`config.mk`:
```
export PLATFORM = sky130hd
export DESIGN_NAME = udp_rx_flat
export DESIGN_NICKNAME = d
export VERILOG_FILES = /design/src/rtl/udp_pkg.sv /design/src/rtl/udp_rx_if.sv /design/src/rtl/udp_rx_ip_csum.sv /design/src/rtl/udp_rx.sv /design/src/flat_wrapper.sv
export SDC_FILE = /design/constraint.sdc
export NUM_CORES = 1
export LEC_CHECK = 0
export ABC_AREA = 1
export BUFFER_PORTS_ARGS = -buffer_cell sky130_fd_sc_hd__buf_2
export CORE_MARGIN = 10
export CORE_UTILIZATION = 52
export CTS_CLUSTER_DIAMETER = 120
export DETAILED_ROUTE_END_ITERATION = 8
export GPL_ROUTABILITY_DRIVEN = 1
export GPL_TIMING_DRIVEN = 0
export PLACE_DENSITY = 0.78
export REMOVE_ABC_BUFFERS = 1
export SLEW_MARGIN = 25
export SYNTH_ARGS = -nofsm -noshare
export SYNTH_HDL_FRONTEND = slang
export SYNTH_SLANG_ARGS = --single-unit
export TNS_END_PERCENT = 100
```
`constraint.sdc`:
```
create_clock -name clk -period 2.9 [get_ports clk]
set_input_delay 0.145 -clock clk [delete_from_list [all_inputs] [get_ports clk]]
set_output_delay 0.145 -clock clk [all_outputs]
set_load 0.05 [all_outputs]
```
`src/rtl/udp_pkg.sv`:
```
// Shared definitions for the UDP/IPv4 receive and transmit paths:
// protocol constants, header lengths and the one-hot receiver state encoding.
package udp_pkg;

    localparam logic [15:0] ETH_TYPE_IPV4 = 16'h0800;
    localparam logic [7:0]  IP_PROTO_UDP  = 8'd17;
    localparam logic [7:0]  PREAMBLE_BYTE = 8'h55;
    localparam logic [7:0]  SFD_BYTE      = 8'hD5;
    localparam int          ETH_HEAD_LEN  = 14;
    localparam int          UDP_HEAD_LEN  = 8;
    localparam logic [47:0] BCAST_MAC     = 48'hFFFF_FFFF_FFFF;

    // One-hot bit positions of the receiver states
    localparam int ST_IDLE     = 0;
    localparam int ST_PREAMBLE = 1;
    localparam int ST_ETH_HEAD = 2;
    localparam int ST_IP_HEAD  = 3;
    localparam int ST_UDP_HEAD = 4;
    localparam int ST_RX_DATA  = 5;
    localparam int ST_RX_END   = 6;
    localparam int ST_ERROR    = 7;

    typedef enum logic [7:0] {
        S_IDLE     = 8'(1 << ST_IDLE),
        S_PREAMBLE = 8'(1 << ST_PREAMBLE),
        S_ETH_HEAD = 8'(1 << ST_ETH_HEAD),
        S_IP_HEAD  = 8'(1 << ST_IP_HEAD),
        S_UDP_HEAD = 8'(1 << ST_UDP_HEAD),
        S_RX_DATA  = 8'(1 << ST_RX_DATA),
        S_RX_END   = 8'(1 << ST_RX_END),
        S_ERROR    = 8'(1 << ST_ERROR)
    } udp_rx_state_t;

    // Byte idx (0 = most significant) of a 48-bit field, wire order
    function automatic logic [7:0] sel_byte48(input logic [47:0] v, input logic [2:0] idx);
        logic [47:0] sh;
        sh = v << {idx, 3'b000};
        return sh[47:40];
    endfunction

    // Byte idx (0 = most significant) of a 32-bit field, wire order
    function automatic logic [7:0] sel_byte32(input logic [31:0] v, input logic [1:0] idx);
        logic [31:0] sh;
        sh = v << {idx, 3'b000};
        return sh[31:24];
    endfunction

endpackage

```
`src/rtl/udp_rx_if.sv`:
```
// GMII receive byte stream in, user payload words out.
// master: the receiver; slave: the side feeding GMII and sinking payload.
interface udp_rx_if;
    logic        gmii_rx_dv;
    logic [7:0]  gmii_rxd;
    logic        rec_en;
    logic [31:0] rec_data;
    logic        rec_pkt_done;
    logic [15:0] rec_byte_num;

    modport master (
        input  gmii_rx_dv, gmii_rxd,
        output rec_en, rec_data, rec_pkt_done, rec_byte_num
    );

    modport slave (
        output gmii_rx_dv, gmii_rxd,
        input  rec_en, rec_data, rec_pkt_done, rec_byte_num
    );
endinterface

```
`src/rtl/udp_rx_ip_csum.sv`:
```
// Byte-wise 16-bit ones-complement accumulator for the IPv4 header.
// Bytes pair up big-endian into words; each word is added with end-around
// carry, so sum is always folded. Only built with UDP_RX_IP_CSUM_EN.
module udp_rx_ip_csum (
    input  logic        clk,
    input  logic        rst_n,
    input  logic        clear,
    input  logic        valid,
    input  logic [7:0]  data,
    output logic [15:0] sum
);
    logic        odd_reg;
    logic [7:0]  hi_reg;
    logic [16:0] add;

    assign add = {1'b0, sum} + {1'b0, hi_reg, data};

    // Hold the high byte, then fold the completed word into the running sum
    always_ff @(posedge clk or negedge rst_n) begin
        if (!rst_n) begin
            sum     <= '0;
            odd_reg <= 1'b0;
            hi_reg  <= '0;
        end else if (clear) begin
            sum     <= '0;
            odd_reg <= 1'b0;
            hi_reg  <= '0;
        end else if (valid) begin
            if (!odd_reg) hi_reg <= data;
            else          sum    <= add[15:0] + {15'd0, add[16]};
            odd_reg <= ~odd_reg;
        end
    end
endmodule

```
`src/rtl/udp_rx.sv`:
```
// GMII-side UDP/IPv4 receiver: preamble/SFD, Ethernet, IPv4 and UDP header
// parsing with MAC/IP/port filtering; payload out as big-endian 32-bit words.
// Optional feature macro: UDP_RX_IP_CSUM_EN enables IPv4 header checksum
// verification (decision lands one cycle after the last IP header byte).
module udp_rx
    import udp_pkg::*;
#(
    parameter logic [15:0] ETH_TYPE = ETH_TYPE_IPV4,
    parameter logic [7:0]  IP_PROTO = IP_PROTO_UDP
) (
    input  logic        clk,
    input  logic        rst_n,
    input  logic [47:0] board_mac,
    input  logic [31:0] board_ip,
    input  logic [15:0] board_port,
    udp_rx_if.master    bus
);
    udp_rx_state_t state_reg, state_next;
    logic [15:0] cnt_reg, cnt_next;
    logic        mac_ok_reg, mac_ok_next;
    logic        bcast_ok_reg, bcast_ok_next;
    logic [3:0]  ihl_reg, ihl_next;
    logic [7:0]  len_hi_reg, len_hi_next;
    logic [15:0] data_num_reg, data_num_next;
    logic [23:0] buf_reg, buf_next;
    logic        rec_en_reg, rec_en_next;
    logic [31:0] rec_data_reg, rec_data_next;
    logic        rec_pkt_done_reg, rec_pkt_done_next;
    logic [15:0] rec_byte_num_reg, rec_byte_num_next;
    logic        csum_fail;
    logic        dv;
    logic [7:0]  rxd;
    logic [31:0] word;
    logic        ip_last;

    assign dv   = bus.gmii_rx_dv;
    assign rxd  = bus.gmii_rxd;
    assign word = {buf_reg, rxd};
    // IHL is latched on IP byte 0, and IHL>=5 puts the last byte at index >=19
    assign ip_last = (cnt_reg >= 16'd19) && (cnt_reg == ({10'd0, ihl_reg, 2'b00} - 16'd1));

`ifdef UDP_RX_IP_CSUM_EN
    logic [15:0] ip_sum;
    logic        csum_pend_reg;

    udp_rx_ip_csum u_ip_csum (
        .clk   (clk),
        .rst_n (rst_n),
        .clear (state_reg != S_IP_HEAD),
        .valid (state_reg == S_IP_HEAD && dv),
        .data  (rxd),
        .sum   (ip_sum)
    );

    // Flag the first UDP header cycle, when the full IP header sum is ready
    always_ff @(posedge clk or negedge rst_n) begin
        if (!rst_n) csum_pend_reg <= 1'b0;
        else        csum_pend_reg <= (state_reg == S_IP_HEAD) && (state_next == S_UDP_HEAD);
    end

    assign csum_fail = csum_pend_reg && (ip_sum != 16'hFFFF);
`else
    assign csum_fail = 1'b0;
`endif

    // State and datapath registers
    always_ff @(posedge clk or negedge rst_n) begin
        if (!rst_n) begin
            state_reg        <= S_IDLE;
            cnt_reg          <= '0;
            mac_ok_reg       <= 1'b0;
            bcast_ok_reg     <= 1'b0;
            ihl_reg          <= '0;
            len_hi_reg       <= '0;
            data_num_reg     <= '0;
            buf_reg          <= '0;
            rec_en_reg       <= 1'b0;
            rec_data_reg     <= '0;
            rec_pkt_done_reg <= 1'b0;
            rec_byte_num_reg <= '0;
        end else begin
            state_reg        <= state_next;
            cnt_reg          <= cnt_next;
            mac_ok_reg       <= mac_ok_next;
            bcast_ok_reg     <= bcast_ok_next;
            ihl_reg          <= ihl_next;
            len_hi_reg       <= len_hi_next;
            data_num_reg     <= data_num_next;
            buf_reg          <= buf_next;
            rec_en_reg       <= rec_en_next;
            rec_data_reg     <= rec_data_next;
            rec_pkt_done_reg <= rec_pkt_done_next;
            rec_byte_num_reg <= rec_byte_num_next;
        end
    end

    // Next-state, header checks and payload word assembly
    always_comb begin
        state_next        = state_reg;
        cnt_next          = cnt_reg;
        mac_ok_next       = mac_ok_reg;
        bcast_ok_next     = bcast_ok_reg;
        ihl_next          = ihl_reg;
        len_hi_next       = len_hi_reg;
        data_num_next     = data_num_reg;
        buf_next          = buf_reg;
        rec_en_next       = 1'b0;
        rec_data_next     = rec_data_reg;
        rec_pkt_done_next = 1'b0;
        rec_byte_num_next = rec_byte_num_reg;

        unique case (state_reg)
            S_IDLE: begin
                if (dv) begin
                    cnt_next   = '0;
                    state_next = (rxd == PREAMBLE_BYTE) ? S_PREAMBLE : S_ERROR;
                end
            end
            S_PREAMBLE: begin
                if (!dv) state_next = S_IDLE;
                else if (cnt_reg < 16'd6) begin
                    if (rxd == PREAMBLE_BYTE) cnt_next = cnt_reg + 16'd1;
                    else                      state_next = S_ERROR;
                end else if (rxd == SFD_BYTE) begin
                    state_next    = S_ETH_HEAD;
                    cnt_next      = '0;
                    mac_ok_next   = 1'b1;
                    bcast_ok_next = 1'b1;
                end else state_next = S_ERROR;
            end
            S_ETH_HEAD: begin
                if (!dv) state_next = S_IDLE;
                else begin
                    cnt_next = cnt_reg + 16'd1;
                    if (cnt_reg < 16'd6) begin
                        mac_ok_next   = mac_ok_reg && (rxd == sel_byte48(board_mac, cnt_reg[2:0]));
                        bcast_ok_next = bcast_ok_reg && (rxd == sel_byte48(BCAST_MAC, cnt_reg[2:0]));
                        if (!mac_ok_next && !bcast_ok_next) state_next = S_ERROR;
                    end else if (cnt_reg == 16'(ETH_HEAD_LEN - 2)) begin
                        if (rxd != ETH_TYPE[15:8]) state_next = S_ERROR;
                    end else if (cnt_reg == 16'(ETH_HEAD_LEN - 1)) begin
                        if (rxd != ETH_TYPE[7:0]) state_next = S_ERROR;
                        else begin
                            state_next = S_IP_HEAD;
                            cnt_next   = '0;
                        end
                    end
                end
            end
            S_IP_HEAD: begin
                if (!dv) state_next = S_IDLE;
                else begin
                    cnt_next = cnt_reg + 16'd1;
                    if (cnt_reg == 16'd0) begin
                        ihl_next = rxd[3:0];
                        if (rxd[7:4] != 4'h4 || rxd[3:0] < 4'd5) state_next = S_ERROR;
                    end else if (cnt_reg == 16'd9) begin
                        if (rxd != IP_PROTO) state_next = S_ERROR;
                    end else if (cnt_reg >= 16'd16 && cnt_reg <= 16'd19) begin
                        if (rxd != sel_byte32(board_ip, cnt_reg[1:0])) state_next = S_ERROR;
                    end
                    // Option bytes between 20 and IHL*4 fall through unchecked
                    if (ip_last && state_next == S_IP_HEAD) begin
                        state_next = S_UDP_HEAD;
                        cnt_next   = '0;
                    end
                end
            end
            S_UDP_HEAD: begin
                if (!dv) state_next = S_IDLE;
                else if (csum_fail) state_next = S_ERROR;
                else begin
                    cnt_next = cnt_reg + 16'd1;
                    if (cnt_reg == 16'd2) begin
                        if (rxd != board_port[15:8]) state_next = S_ERROR;
                    end else if (cnt_reg == 16'd3) begin
                        if (rxd != board_port[7:0]) state_next = S_ERROR;
                    end else if (cnt_reg == 16'd4) begin
                        len_hi_next = rxd;
                    end else if (cnt_reg == 16'd5) begin
                        if ({len_hi_reg, rxd} < 16'(UDP_HEAD_LEN)) state_next = S_ERROR;
                        else data_num_next = {len_hi_reg, rxd} - 16'(UDP_HEAD_LEN);
                    end else if (cnt_reg == 16'(UDP_HEAD_LEN - 1)) begin
                        cnt_next = '0;
                        if (data_num_reg == 16'd0) begin
                            // Empty payload: done with no data word
                            rec_pkt_done_next = 1'b1;
                            rec_byte_num_next = '0;
                            state_next        = S_RX_END;
                        end else state_next = S_RX_DATA;
                    end
                end
            end
            S_RX_DATA: begin
                if (!dv) state_next = S_IDLE;
                else begin
                    cnt_next = cnt_reg + 16'd1;
                    buf_next = word[23:0];
                    // Emit on every 4th byte, or on the last one left-justified
                    if (cnt_reg[1:0] == 2'd3 || cnt_next == data_num_reg) begin
                        rec_en_next   = 1'b1;
                        rec_data_next = word << {~cnt_reg[1:0], 3'b000};
                    end
                    if (cnt_next == data_num_reg) begin
                        rec_pkt_done_next = 1'b1;
                        rec_byte_num_next = data_num_reg;
                        state_next        = S_RX_END;
                    end
                end
            end
            S_RX_END, S_ERROR: begin
                if (!dv) state_next = S_IDLE;
            end
            default: state_next = S_IDLE;
        endcase
    end

    assign bus.rec_en       = rec_en_reg;
    assign bus.rec_data     = rec_data_reg;
    assign bus.rec_pkt_done = rec_pkt_done_reg;
    assign bus.rec_byte_num = rec_byte_num_reg;

endmodule
```
`src/flat_wrapper.sv`:
```
// flat-port wrapper written by rule: the top's interface ports become plain ports
module udp_rx_flat import udp_pkg::*;
#(
    parameter logic [15:0] ETH_TYPE = ETH_TYPE_IPV4,
    parameter logic [7:0]  IP_PROTO = IP_PROTO_UDP
)
  (clk, rst_n, board_mac, board_ip, board_port, bus_gmii_rx_dv, bus_gmii_rxd, bus_rec_en, bus_rec_data, bus_rec_pkt_done, bus_rec_byte_num);
  udp_rx_if bus_i ();
  input  logic clk;
  input  logic rst_n;
  input  logic [47:0] board_mac;
  input  logic [31:0] board_ip;
  input  logic [15:0] board_port;
  input wire logic [$bits(bus_i.gmii_rx_dv)-1:0] bus_gmii_rx_dv;
  input wire logic [$bits(bus_i.gmii_rxd)-1:0] bus_gmii_rxd;
  output wire logic [$bits(bus_i.rec_en)-1:0] bus_rec_en;
  output wire logic [$bits(bus_i.rec_data)-1:0] bus_rec_data;
  output wire logic [$bits(bus_i.rec_pkt_done)-1:0] bus_rec_pkt_done;
  output wire logic [$bits(bus_i.rec_byte_num)-1:0] bus_rec_byte_num;
  assign bus_i.gmii_rx_dv = bus_gmii_rx_dv;
  assign bus_i.gmii_rxd = bus_gmii_rxd;
  assign bus_rec_en = bus_i.rec_en;
  assign bus_rec_data = bus_i.rec_data;
  assign bus_rec_pkt_done = bus_i.rec_pkt_done;
  assign bus_rec_byte_num = bus_i.rec_byte_num;
  udp_rx #(.ETH_TYPE(ETH_TYPE), .IP_PROTO(IP_PROTO)) u_core (.clk(clk), .rst_n(rst_n), .board_mac(board_mac), .board_ip(board_ip), .board_port(board_port), .bus(bus_i));
endmodule
```
==> summary.md, run 1 <==
| Metric | Value |
|---|---|
| Final Hold Slack | 0.128 ns |
| Hold-critical path depth | 3 |
| Root Driver | clkbuf_16 |
| Drt first pass iters | 8 |
| Die Footprint | 0.0222 sq mm |
| Starting density of the core | 52.6% |
| Commonest cells in the netlist | 396 x nand2_1, 127 x dfrtp_1, 113 x o21ai_0 |
| First-pass GRT wire length | 45500 um |
| Final ANT Viol Nets | 0 |
| Sequential-to-total area share from yosys stat | 37.0% |
| RSZ-0062 raised after global routing | true |
| DIE WIDTH | 149 um |
| Synth Cell Area | 0.00867 sq mm |
| Largest net degree at the start of global routing | 86 |
| Clock sink total | 128 |
| Net count reported at finish | 1516 |
| Flip-flop and latch area | 0.00321 sq mm |
| Total power | 4660 uW |
| Gr ovfl total | 0 |
| Slew at the pin closest to its max-slew limit | 0.749 ns |
| Clock Latency Late Sink | 0.43 ns |
| Fin crit period | between 2 and 3 ns |
| Synth top area cells | dfrtp_1 37%, nand2_1 17%, o21ai_0 6.5% |
| # rows | 47 |
| WP data arrival | roughly 3.1 ns |
| Status | finished, final reports clean |
| Startpoint types | register |
| Clk pin slew, worst setup/hold paths | 0.06 ns |
| Cell Chain, Critical Path | clkinv_16, ha_1, xor2_1, a21oi_1, nand3_1, nor2_2, nand3_4, buf_4, a21oi_4, buf_12, nor2_1, a31oi_1 |
| Yosys top cell area share | approximately 37% |
| Hold Vio Cnt, Final | 0 |
| Fin crit share | a little over nine tenths |
| Crit-path max cell delay | 0.58 ns |
| Syn_area_per_cell | ~7 sq um |
| Peak supply drop | approximately 0.00039 V |
| Met3 Use GR | 5.79% |
| MaxCap Viol Count | 0 |
| Met1 Use GR | 33.1% |
| Worst-case reg-to-reg path depth | 12 |
| Top-count cell post-synth | nand2_1 |
| Combined area of the multi-input logic cells | 0.00487 sq mm |
| Post-synth EDFFs | 0 |
| Drt via density | approximately 5.7 |
| Main synth FF type | dfrtp_1 |
| Worst hold path class | input port to register |
| Met2 Use GR | 40.4% |
| Ys Warns | 0 |
| Gate Count Post-Synth | between 1000 and 1500 |
| Number of global-route vias before repair | 8759 |
| Gpl congestion | 0.971 |
| Slowest cell on crit path | dfrtp_4 |
| Req. time, crit path | ~3.3 ns |
| Total Wirelength | just under 30000 um |
| Worst Skew | 0.0130 ns |
| FILL cells | 1458 |
| PortBufs | between 150 and 200 |
| Core area | 0.0165 sq mm |
| Final setup viols | 0 |
| Share of cells above drive strength 1 | 21.3% |
| Area Growth Syn to Fin | 21.5% |
| CTS tree | done |
| Post-synthesis cell type count | 47 |
| Worst Path Max Fanout | just over 70 |
| Num CTS Buffers | 17 |
| Total GRT Usage | roughly a quarter |
| Asr flop ratio synth | 100% |
| Max reg flops | 32 |
| Io pins | 157 |
| Slew headroom | 50.0% |
| Ant. Diodes | 0 |
| H-tree Lvls | 4 |
| P_leak | 0.00514 uW |
| Post-route cell area | between 0.01 and 0.015 sq mm |
| DP HPWL | around 20000 um |
| DRC viols | 0 |
| Vias | 9307 |
| Drt wl/cell | 17.9 um |
| CTS max path bufs | 2 |
| DRT iter0 DRCs | slightly above 1000 |
| Pwr dens | 442 mW/mm^2 |
| Setup crit end kind | register |
| Setup CP Type | register to register |
| Max Clk Rate | 358 MHz |
| Most used routing layer | met2 |
| Final Max Tran Viols | 0 |
| Top cell type by total area after synthesis | dfrtp_1 |
| Flops & latches, synth | 128 |
| Initial antenna violation count | 0 |
| Final Util | 64.0% |
| DP Area | 0.00950 sq mm |
| Die height | 149 um |
| Setup TNS | 0 ns |
[cell families after synthesis]
family	share of synthesized area [%]
buffers and inverters	8.59
DFF	37.0
xor gates and xnor gates	3.54
adders and majority gates	0.866
AOI/OAI and AO/OA	14.9
and+or+nand+nor	35.2
[cell usage in the layout (no fill, tap or decap), types with 17 or more instances in the layout]
cell       synthesis  final
a21oi_1           37     37
buf_2             11    155
clkbuf_16          0     19
dfrtp_1          127    123
inv_1            109    107
nand2_1          396    395
nand3_1           91     90
nand4_1           26     27
nor2_1           103     99
nor3_1            20     20
o21ai_0          113    113
xnor2_1           17     17
xor2_1            18     17
[routing by layer]
metal,up-vias,routed length (um)
met3,64,2680
met2,449,13700
li1,4408,-
met1,4386,12100
met4,0,726
met5,-,0
[worst paths after layout]
kind | start | endpoint | slack, ns
worst max-delay path | u_core.cnt_reg[0] | u_core.bus.rec_data[18] | 0.10
worst min-delay path | bus_gmii_rxd[5] | u_core.bus.rec_data[5] | 0.13
worst max register to register | u_core.cnt_reg[0] | u_core.bus.rec_data[18] | 0.10
worst min register to register | u_core.bus.rec_data[30] | u_core.bus.rec_data[30] | 0.47
max in group asynchronous | rst_n | u_core.cnt_reg[0] | 1.92
min in group asynchronous | rst_n | u_core.bus.rec_data[23] | 0.19
[worst max-delay path: cells and delay by family, from the launching register on]
kind	cells	cell delay, ns
flip-flops	1	0.58
buffers and inverters	3	0.54
AO/OA/AOI/OAI	3	0.51
adder cells (fa/ha/maj)	1	0.43
AND/OR/NAND/NOR	4	0.45
XOR/XNOR	1	0.16
[metrics by stage]
| step | setup slack [ns] | std cells |
|---|---|---|
| detailed placement | -0.966 | 1578 |
| floorplan | -1.42 | 1199 |
| global route | -0.0358 | 1636 |
| finish | 0.105 | 1636 |
| CTS | 0.00587 | 1622 |
| global placement | -3.33 | 1575 |
[power breakdown]
part	internal, uW	switching, uW
Clock	1370	869
Combinational	182	372
Sequential	1840	30.4
[cell type report]
| cell class | instances | share of cell area (%) |
|---|---|---|
| Timing Repair Buffer | 179 | 10.3 |
| Inverter | 114 | 4.51 |
| Clock buffer | 19 | 4.11 |
| Tap cell | 220 | 2.61 |
| Multi-Input combinational cell | 963 | 46.3 |
| Clock inverter | 13 | 1.66 |
| Sequential cell | 128 | 30.5 |
[timing repair]
| item | 4_1_cts | 5_1_grt |
|---|---|---|
| setup endpoints to repair | 94 | 81 |
| setup buffers | 9 | 8 |
| gates resized for setup | 13 | 24 |
| hold buffers | 1 | 0 |
| cloned | 2 | 6 |
| hold endpoints to repair | 43 | 0 |
| pin swaps | 3 | 7 |
(Power assumes the default switching activity.)
==> run 2: changes to the inputs <==
Settings changed: CORE_UTILIZATION 52 to 29, PLACE_DENSITY 0.78 to default.
Clock period 2.9 ns to 3.5 ns, I/O delays scaled along.
==> summary.md, run 2 (synthesis results as in run 1) <==
| Metric | Value |
|---|---|
| Top layer in use | met4 |
| Hold path startpoint | bus_gmii_rxd[4] |
| Worst-case reg-to-reg path depth | 12 (unchanged) |
| P_leak | 0.00502 uW (-2.4%) |
| Met1 WL | 13700 um (+14%) |
| Ant. Diodes | 0 (unchanged) |
| Clk pin slew, worst setup/hold paths | 0.06 ns (about the same) |
| Worst Skew | 0.0120 ns (-0.00104 ns) |
| Clock sink total | 128 (unchanged) |
| DP Area | 0.00971 sq mm (+2.2%) |
| Switch share | 27.0% (-0.27 points) |
| Largest net degree at the start of global routing | 90 (+4.7%) |
| Setup crit end kind | register |
| CTS max path bufs | 2 (unchanged) |
| Sequential power share | 40.3% (+0.2 points) |
| WP data arrival | 3.61 ns (+0.47 ns) |
| Slew headroom | 46.5% (-3.5 points) |
| Startpoint types | register |
| Core area | 0.0296 sq mm (+80%) |
| Int Pwr | 2800 uW (-17%) |
| Final Util | 35.4% (-29 points) |
| Drt via density | 4.89 (-14%) |
| Most frequent cells in the layout | 396 x nand2_1, 155 x buf_2, 125 x dfrtp_1 |
| Clk pwr share | 47.6% (-0.4 points) |
| Num CTS Buffers | 17 (unchanged) |
| Worst Path Max Fanout | 71 (unchanged) |
| Combinational Power Share | 12.1% (+0.2 points) |
| Commonest non-fill, non-tap cell in the layout | nand2_1 |
| MaxCap Viol Count | 0 (unchanged) |
| Total Wirelength | 29700 um (+1.5%) |
| Status | finished, final reports clean |
| # rows | 63 (+34%) |
| Max Clk Rate | 302 MHz (-16%) |
| Share of cells above drive strength 1 | 19.3% (-2.0 points) |
| Gpl congestion | 0.925 (-4.8%) |
| Cell Chain, Critical Path | buf_12, clkinv_8, ha_1, xor2_1, a21oi_1, nand3_1, nor2_1, nand3_2, nand2_2, nand3_4, nand2_1, o21ai_2 |
| Number of global-route vias before repair | 8460 (-3.4%) |
| Post-route cell area | 0.0105 sq mm (-0.72%) |
| Slowest cell on crit path | dfrtp_4 |
| NetSw | 1030 uW (-19%) |
| Setup CP Type | register to register |
| Starting density of the core | 29.3% (-23 points) |
| DRT iter0 DRCs | 679 (-34%) |
| Max reg flops | 32 (unchanged) |
| Root Driver | clkbuf_16 |
| Die Footprint | 0.0372 sq mm (+67%) |
| Area Growth Syn to Fin | 20.7% |
| Gr ovfl total | 0 (unchanged) |
| Worst hold path class | input port to register |
| Drt wl/cell | 16.6 um (-7.2%) |
| Final Max Tran Viols | 0 (unchanged) |
| Final ANT Viol Nets | 0 (unchanged) |
| Crit-path max cell delay | 0.57 ns (about the same) |
| Routed met2 length | 13600 um (-1.1%) |
| Vias | 8762 (-5.9%) |
| Die height | 193 um (+29%) |
| Clock Latency Late Sink | 0.42 ns (about the same) |
| DRC viols | 0 (unchanged) |
| Total GRT Usage | 15.7% (-9.6 points) |
| H-tree Lvls | 4 (unchanged) |
| Setup crit start | u_core.cnt_reg[0] |
| Pwr dens | 366 mW/mm^2 (-17%) |
| Final setup viols | 0 (unchanged) |
| Req. time, crit path | 3.80 ns (+0.55 ns) |
| CTS tree | done |
| Io pins | 157 (unchanged) |
| DIE WIDTH | 193 um (+29%) |
| DR WL met3 | 1980 um (-26%) |
| Worst reg2reg path startpoint | u_core.cnt_reg[0] |
| Initial antenna violation count | 0 (unchanged) |
| Net count reported at finish | 1500 (-1.1%) |
| Slew at the pin closest to its max-slew limit | 0.801 ns (+0.0521 ns) |
| Peak supply drop | 0.000308 V (-20%) |
| First-pass GRT wire length | 46300 um (+1.9%) |
| Drt first pass iters | 5 (-3) |
| Fin crit period | 3.31 ns (+0.516 ns) |
| DP HPWL | 21500 um (+10%) |
| Hold Vio Cnt, Final | 0 (unchanged) |
| Fin crit share | 94.6% (-1.8 points) |
| PortBufs | 156 (unchanged) |
| Hold-critical path depth | 3 (unchanged) |
run 2: layout make-up:
cell class / instances / area (sq um)
fillers: 3194 / 19100
multi-input cells: 958 / 4740
flip-flops and latches: 128 / 3210
repair buffers: 168 / 976
well taps: 390 / 488
inverters: 114 / 444
clock buffers: 20 / 437
clock inverters: 12 / 158
run 2: worst paths after layout:
| kind | slack, ns | end |
|---|---|---|
| hold reg to reg | 0.48 | u_core.bus.rec_data[24] |
| max in group asynchronous | 2.51 | u_core.buf_reg[3] |
| hold / removal | 0.17 | u_core.buf_reg[4] |
| min in group asynchronous | 0.23 | u_core.bus.rec_byte_num[4] |
| setup reg to reg | 0.19 | u_core.bus.rec_byte_num[0] |
| setup / recovery | 0.19 | u_core.bus.rec_byte_num[0] |
run 2: metrics by stage:
stage          instances  power [uW]  hold slack (ns)  setup TNS (ns)  worst slack (ns)
3_5_place_dp        1748        2030           0.0824          -11.39            -0.440
3_3_place_gp        1745        2020            0.459         -243.49             -2.86
2_1_floorplan       1199        1820           -0.121          -45.73            -0.818
4_1_cts             1783        3870            0.157               0            0.0156
6_report            1790        3830            0.168               0             0.189
5_1_grt             1790        3980            0.183       -0.000216         -0.000216
run 2: metal layers:
layer	up-vias	track usage (%)
met2	293	25.0
li1	4376	-
met4	0	3.85
met1	4061	21.0
met5	-	0
met3	32	3.58
run 2: timing repair:
| action | CTS | global route |
|---|---|---|
| hold buffers | 1 | 0 |
| setup buffers | 2 | 6 |
| endpoints found under the setup margin | 68 | 53 |
| hold endpoints to repair | 39 | 0 |
| pin swaps | 1 | 2 |
| gates resized for setup | 6 | 3 |
| cloned | 0 | 1 |
run 2: worst max-delay path, delay by kind of cell, from the launching register on:
kind | cells | cell delay [ns]
adders and majority gates | 1 | 0.43
and+or+nand+nor | 6 | 1.19
buffers and inverters | 2 | 0.53
AOI/OAI and AO/OA | 2 | 0.25
DFF | 1 | 0.57
xor gates and xnor gates | 1 | 0.15
run 2: power by group through the flow:
| stage | Combinational (uW) | Sequential [uW] | Clock, uW |
|---|---|---|---|
| 2_1_floorplan | 231 | 1590 | 0 |
| 3_3_place_gp | 450 | 1570 | 0 |
| 3_5_place_dp | 461 | 1570 | 0 |
| 4_1_cts | 464 | 1540 | 1860 |
| 5_1_grt | 514 | 1550 | 1920 |
| 6_report | 462 | 1540 | 1820 |
==> run 3: changes to the inputs <==
Settings changed: SYNTH_HIERARCHICAL from default to 1.
Clock period 3.5 ns to 2.7 ns, I/O delays scaled along.
==> summary.md, run 3 <==
| Metric | Value |
|---|---|
| Status | finished with violations |
| Violated checks | negative setup slack |
| Starting density of the core | 29.2% (-0.091 points) |
| Setup ws final | -0.0528 ns (-0.242 ns) |
| Hold path startpoint | bus_gmii_rxd[1] |
| Worst hold path class | input port to register |
| CTS max path bufs | 2 (unchanged) |
| RSZ-0062 raised after global routing | true |
| Net count reported at finish | 1550 (+3.3%) |
| Setup TNS | -0.653 ns (-0.653 ns) |
| Yosys top cell area share | 36.9% (+0.21 points) |
| Fin crit share | 102% (+7.4 points) |
| Final setup viols | 22 (+22) |
| Worst Skew | 0.00923 ns (-0.00273 ns) |
| Flops & latches, synth | 128 (unchanged) |
| Combined area of the multi-input logic cells | 0.00543 sq mm (+15%) |
| Reg2reg end | u_core/bus.rec_data[27] |
| Setup crit start | u_core/cnt_reg[2] |
| MaxCap Viol Count | 0 (unchanged) |
| Slew at the pin closest to its max-slew limit | 0.851 ns (+0.0498 ns) |
| Total Wirelength | 33300 um (+12%) |
| Ys Warns | 6 (+6) |
| Final Max Tran Viols | 0 (unchanged) |
| Final ANT Viol Nets | 0 (unchanged) |
| Post-synthesis cell type count | 51 (+8.5%) |
| Main synth FF type | dfrtp_1 |
| DP HPWL | 21200 um (-1.2%) |
| Top-count cell post-synth | nand2_1 |
| Pwr dens | 441 mW/mm^2 (+20%) |
| Startpoint types | register |
| Top cell type by total area after synthesis | dfrtp_1 |
| Worst Path Max Fanout | 9 (-87%) |
| Peak supply drop | 0.000449 V (+46%) |
| R2R setup slack | -0.05 ns (-0.24 ns) |
| CTS tree | done |
| Synth Cell Area | 0.00862 sq mm (-0.58%) |
| Drt first pass iters | 5 (unchanged) |
| Worst Hold Endpoint | u_core/buf_reg[1] |
| Worst reg2reg path startpoint | u_core/cnt_reg[2] |
| Area Growth Syn to Fin | 34.9% |
| Clock sink total | 128 (unchanged) |
| Largest net degree at the start of global routing | 90 (unchanged) |
| Hold-critical path depth | 3 (unchanged) |
| First-pass GRT wire length | 49900 um (+7.8%) |
| Post-synth EDFFs | 0 (unchanged) |
| FILL cells | 3037 (-4.9%) |
| Share of cells above drive strength 1 | 28.0% (+8.7 points) |
| Req. time, crit path | 3.07 ns (-0.73 ns) |
| Asr flop ratio synth | 100% (unchanged) |
| # rows | 63 (unchanged) |
| Commonest non-fill, non-tap cell in the layout | nand2_1 |
| PortBufs | 156 (unchanged) |
| Sequential-to-total area share from yosys stat | 37.2% (+0.21 points) |
| DRT iter0 DRCs | 999 (+47%) |
| Fin crit period | 2.75 ns (-0.558 ns) |
| DRC viols | 0 (unchanged) |
| Setup CP Type | register to register |
| Flip-flop and latch area | 0.00321 sq mm (about the same) |
| Gpl congestion | 0.925 (about the same) |
| Slew headroom | 43.2% (-3.3 points) |
| Initial antenna violation count | 3 (+3) |
| Die Footprint | 0.0370 sq mm (-0.52%) |
| Setup crit end kind | register |
| Gr ovfl total | 0 (unchanged) |
| Commonest cells in the netlist | 403 x nand2_1, 127 x dfrtp_1, 121 x nor2_1 |
| Final Util | 39.4% (+4.1 points) |
| Worst-case reg-to-reg path depth | 17 (+5) |
| Syn_area_per_cell | 6.82 sq um (-1.2%) |
| Io pins | 157 (unchanged) |
| Gate Count Post-Synth | 1263 (+0.64%) |
| Die height | 192 um (-0.26%) |
| Max Clk Rate | 363 MHz (+20%) |
| Drt wl/cell | 18.1 um (+9.2%) |
| Hold Vio Cnt, Final | 0 (unchanged) |
| Root Driver | clkbuf_16 |
| P_leak | 0.00560 uW (+11%) |
| Clock Latency Late Sink | 0.43 ns (about the same) |
| Number of global-route vias before repair | 8748 (+3.4%) |
| Total power | 5120 uW (+34%) |
| WP data arrival | 3.13 ns (-0.48 ns) |
| Vias | 9433 (+7.7%) |
| H-tree Lvls | 4 (unchanged) |
| Num CTS Buffers | 17 (unchanged) |
| Drt via density | 5.12 (+4.7%) |
| Core area | 0.0295 sq mm (-0.27%) |
| Max reg flops | 32 (unchanged) |
| Clk pin slew, worst setup/hold paths | 0.06 ns (about the same) |
| Synth top area cells | dfrtp_1 37%, nand2_1 18%, o21ai_0 7.0% |
| DIE WIDTH | 192 um (-0.26%) |
| Most frequent cells in the layout | 359 x nand2_1, 155 x buf_2, 122 x dfrtp_1 |
| Total GRT Usage | 17.2% (+1.5 points) |
-- run 3: changes by cell type in the layout (fill, tap and decap cells not counted), sizes merged, moves of 7 or more --
| cell | delta |
|---|---|
| buf | +29 |
| nand3 | -10 |
| nor2 | +23 |
| o31ai | +7 |
| xnor2 | -8 |
-- run 3: critical path, cell delays in order (launching register included) --
cell,delay (ns)
dfrtp_2,0.52
nand2_2,0.16
nor2_4,0.25
nand3_4,0.14
nor2_4,0.16
nand4_1,0.12
nand2_1,0.12
nand2_1,0.07
nand2_2,0.10
nand2_2,0.07
nor2_4,0.12
nand3_4,0.12
buf_6,0.15
nand2_8,0.15
nand2_8,0.18
clkinv_8,0.13
nand2_1,0.07
nand2_1,0.06
-- run 3: final cells by class --
class                      count  share of cell area, %
sequential                   128                   27.6
multi-input combinational    969                   46.7
timing repair inverter         4                  0.452
antenna                        1                 0.0215
clock inverter                15                   1.81
inverter                     118                   4.42
tap                          390                   4.20
timing repair buffer         199                   11.1
clock buffer                  17                   3.66
-- run 3: timing repair --
action	4_1_cts	5_1_grt
endpoints found under the hold margin	39	0
setup buffers	23	14
setup endpoints to repair	122	79
hold buffers	1	0
resized for setup	44	137
cloned	12	4
pin swaps	14	35
-- run 3: kinds of logic (layout without fill, tap and decap cells) --
family | Yosys count | after routing | share of synthesized area [%]
XOR/XNOR | 24 | 24 | 2.60
AND/OR/NAND/NOR | 701 | 711 | 35.5
AO/OA/AOI/OAI | 228 | 228 | 15.1
adder cells (fa/ha/maj) | 6 | 6 | 0.871
buffers and inverters | 176 | 353 | 8.73
other | 0 | 1 | 0
flip-flops | 128 | 128 | 37.2
-- run 3: power by group --
part	total, uW	leakage, uW	switching, uW	internal [uW]
clock	2520	0.000298	963	1560
sequential	1990	0.00170	27.6	1960
combinational	616	0.00359	403	213
-- run 3: metal layers --
metal	part of all wire [%]	up-vias	global-route usage, %
met1	43	4447	23.0
met4	1.9	2	5.72
met3	9.3	47	4.07
li1	-	4517	-
met5	0.039	-	0
met2	46	420	26.9
-- run 3: how the worst max path moves through the flow --
stage | slack (ns) | cells after the start | to
floorplan | -1.53 | 15 | u_core/bus.rec_byte_num[0]
global placement | -3.83 | 16 | u_core/bus.rec_data[29]
detailed placement | -1.40 | 9 | u_core/bus.rec_data[29]
CTS | 0.01 | 16 | u_core/state_reg[2]
global route | -0.17 | 18 | u_core/bus.rec_data[21]
finish | -0.05 | 17 | u_core/bus.rec_data[27]
-- run 3: per-stage QoR --
step,cell area (sq um),hold slack (ns),std cells,setup slack (ns)
floorplan,8310,-0.161,1205,-1.53
global placement,9580,0.459,1751,-3.83
detailed placement,9680,0.0393,1754,-1.40
CTS,10900,0.0281,1822,0.0147
global route,11600,0.0715,1840,-0.167
finish,11600,0.0440,1841,-0.0528
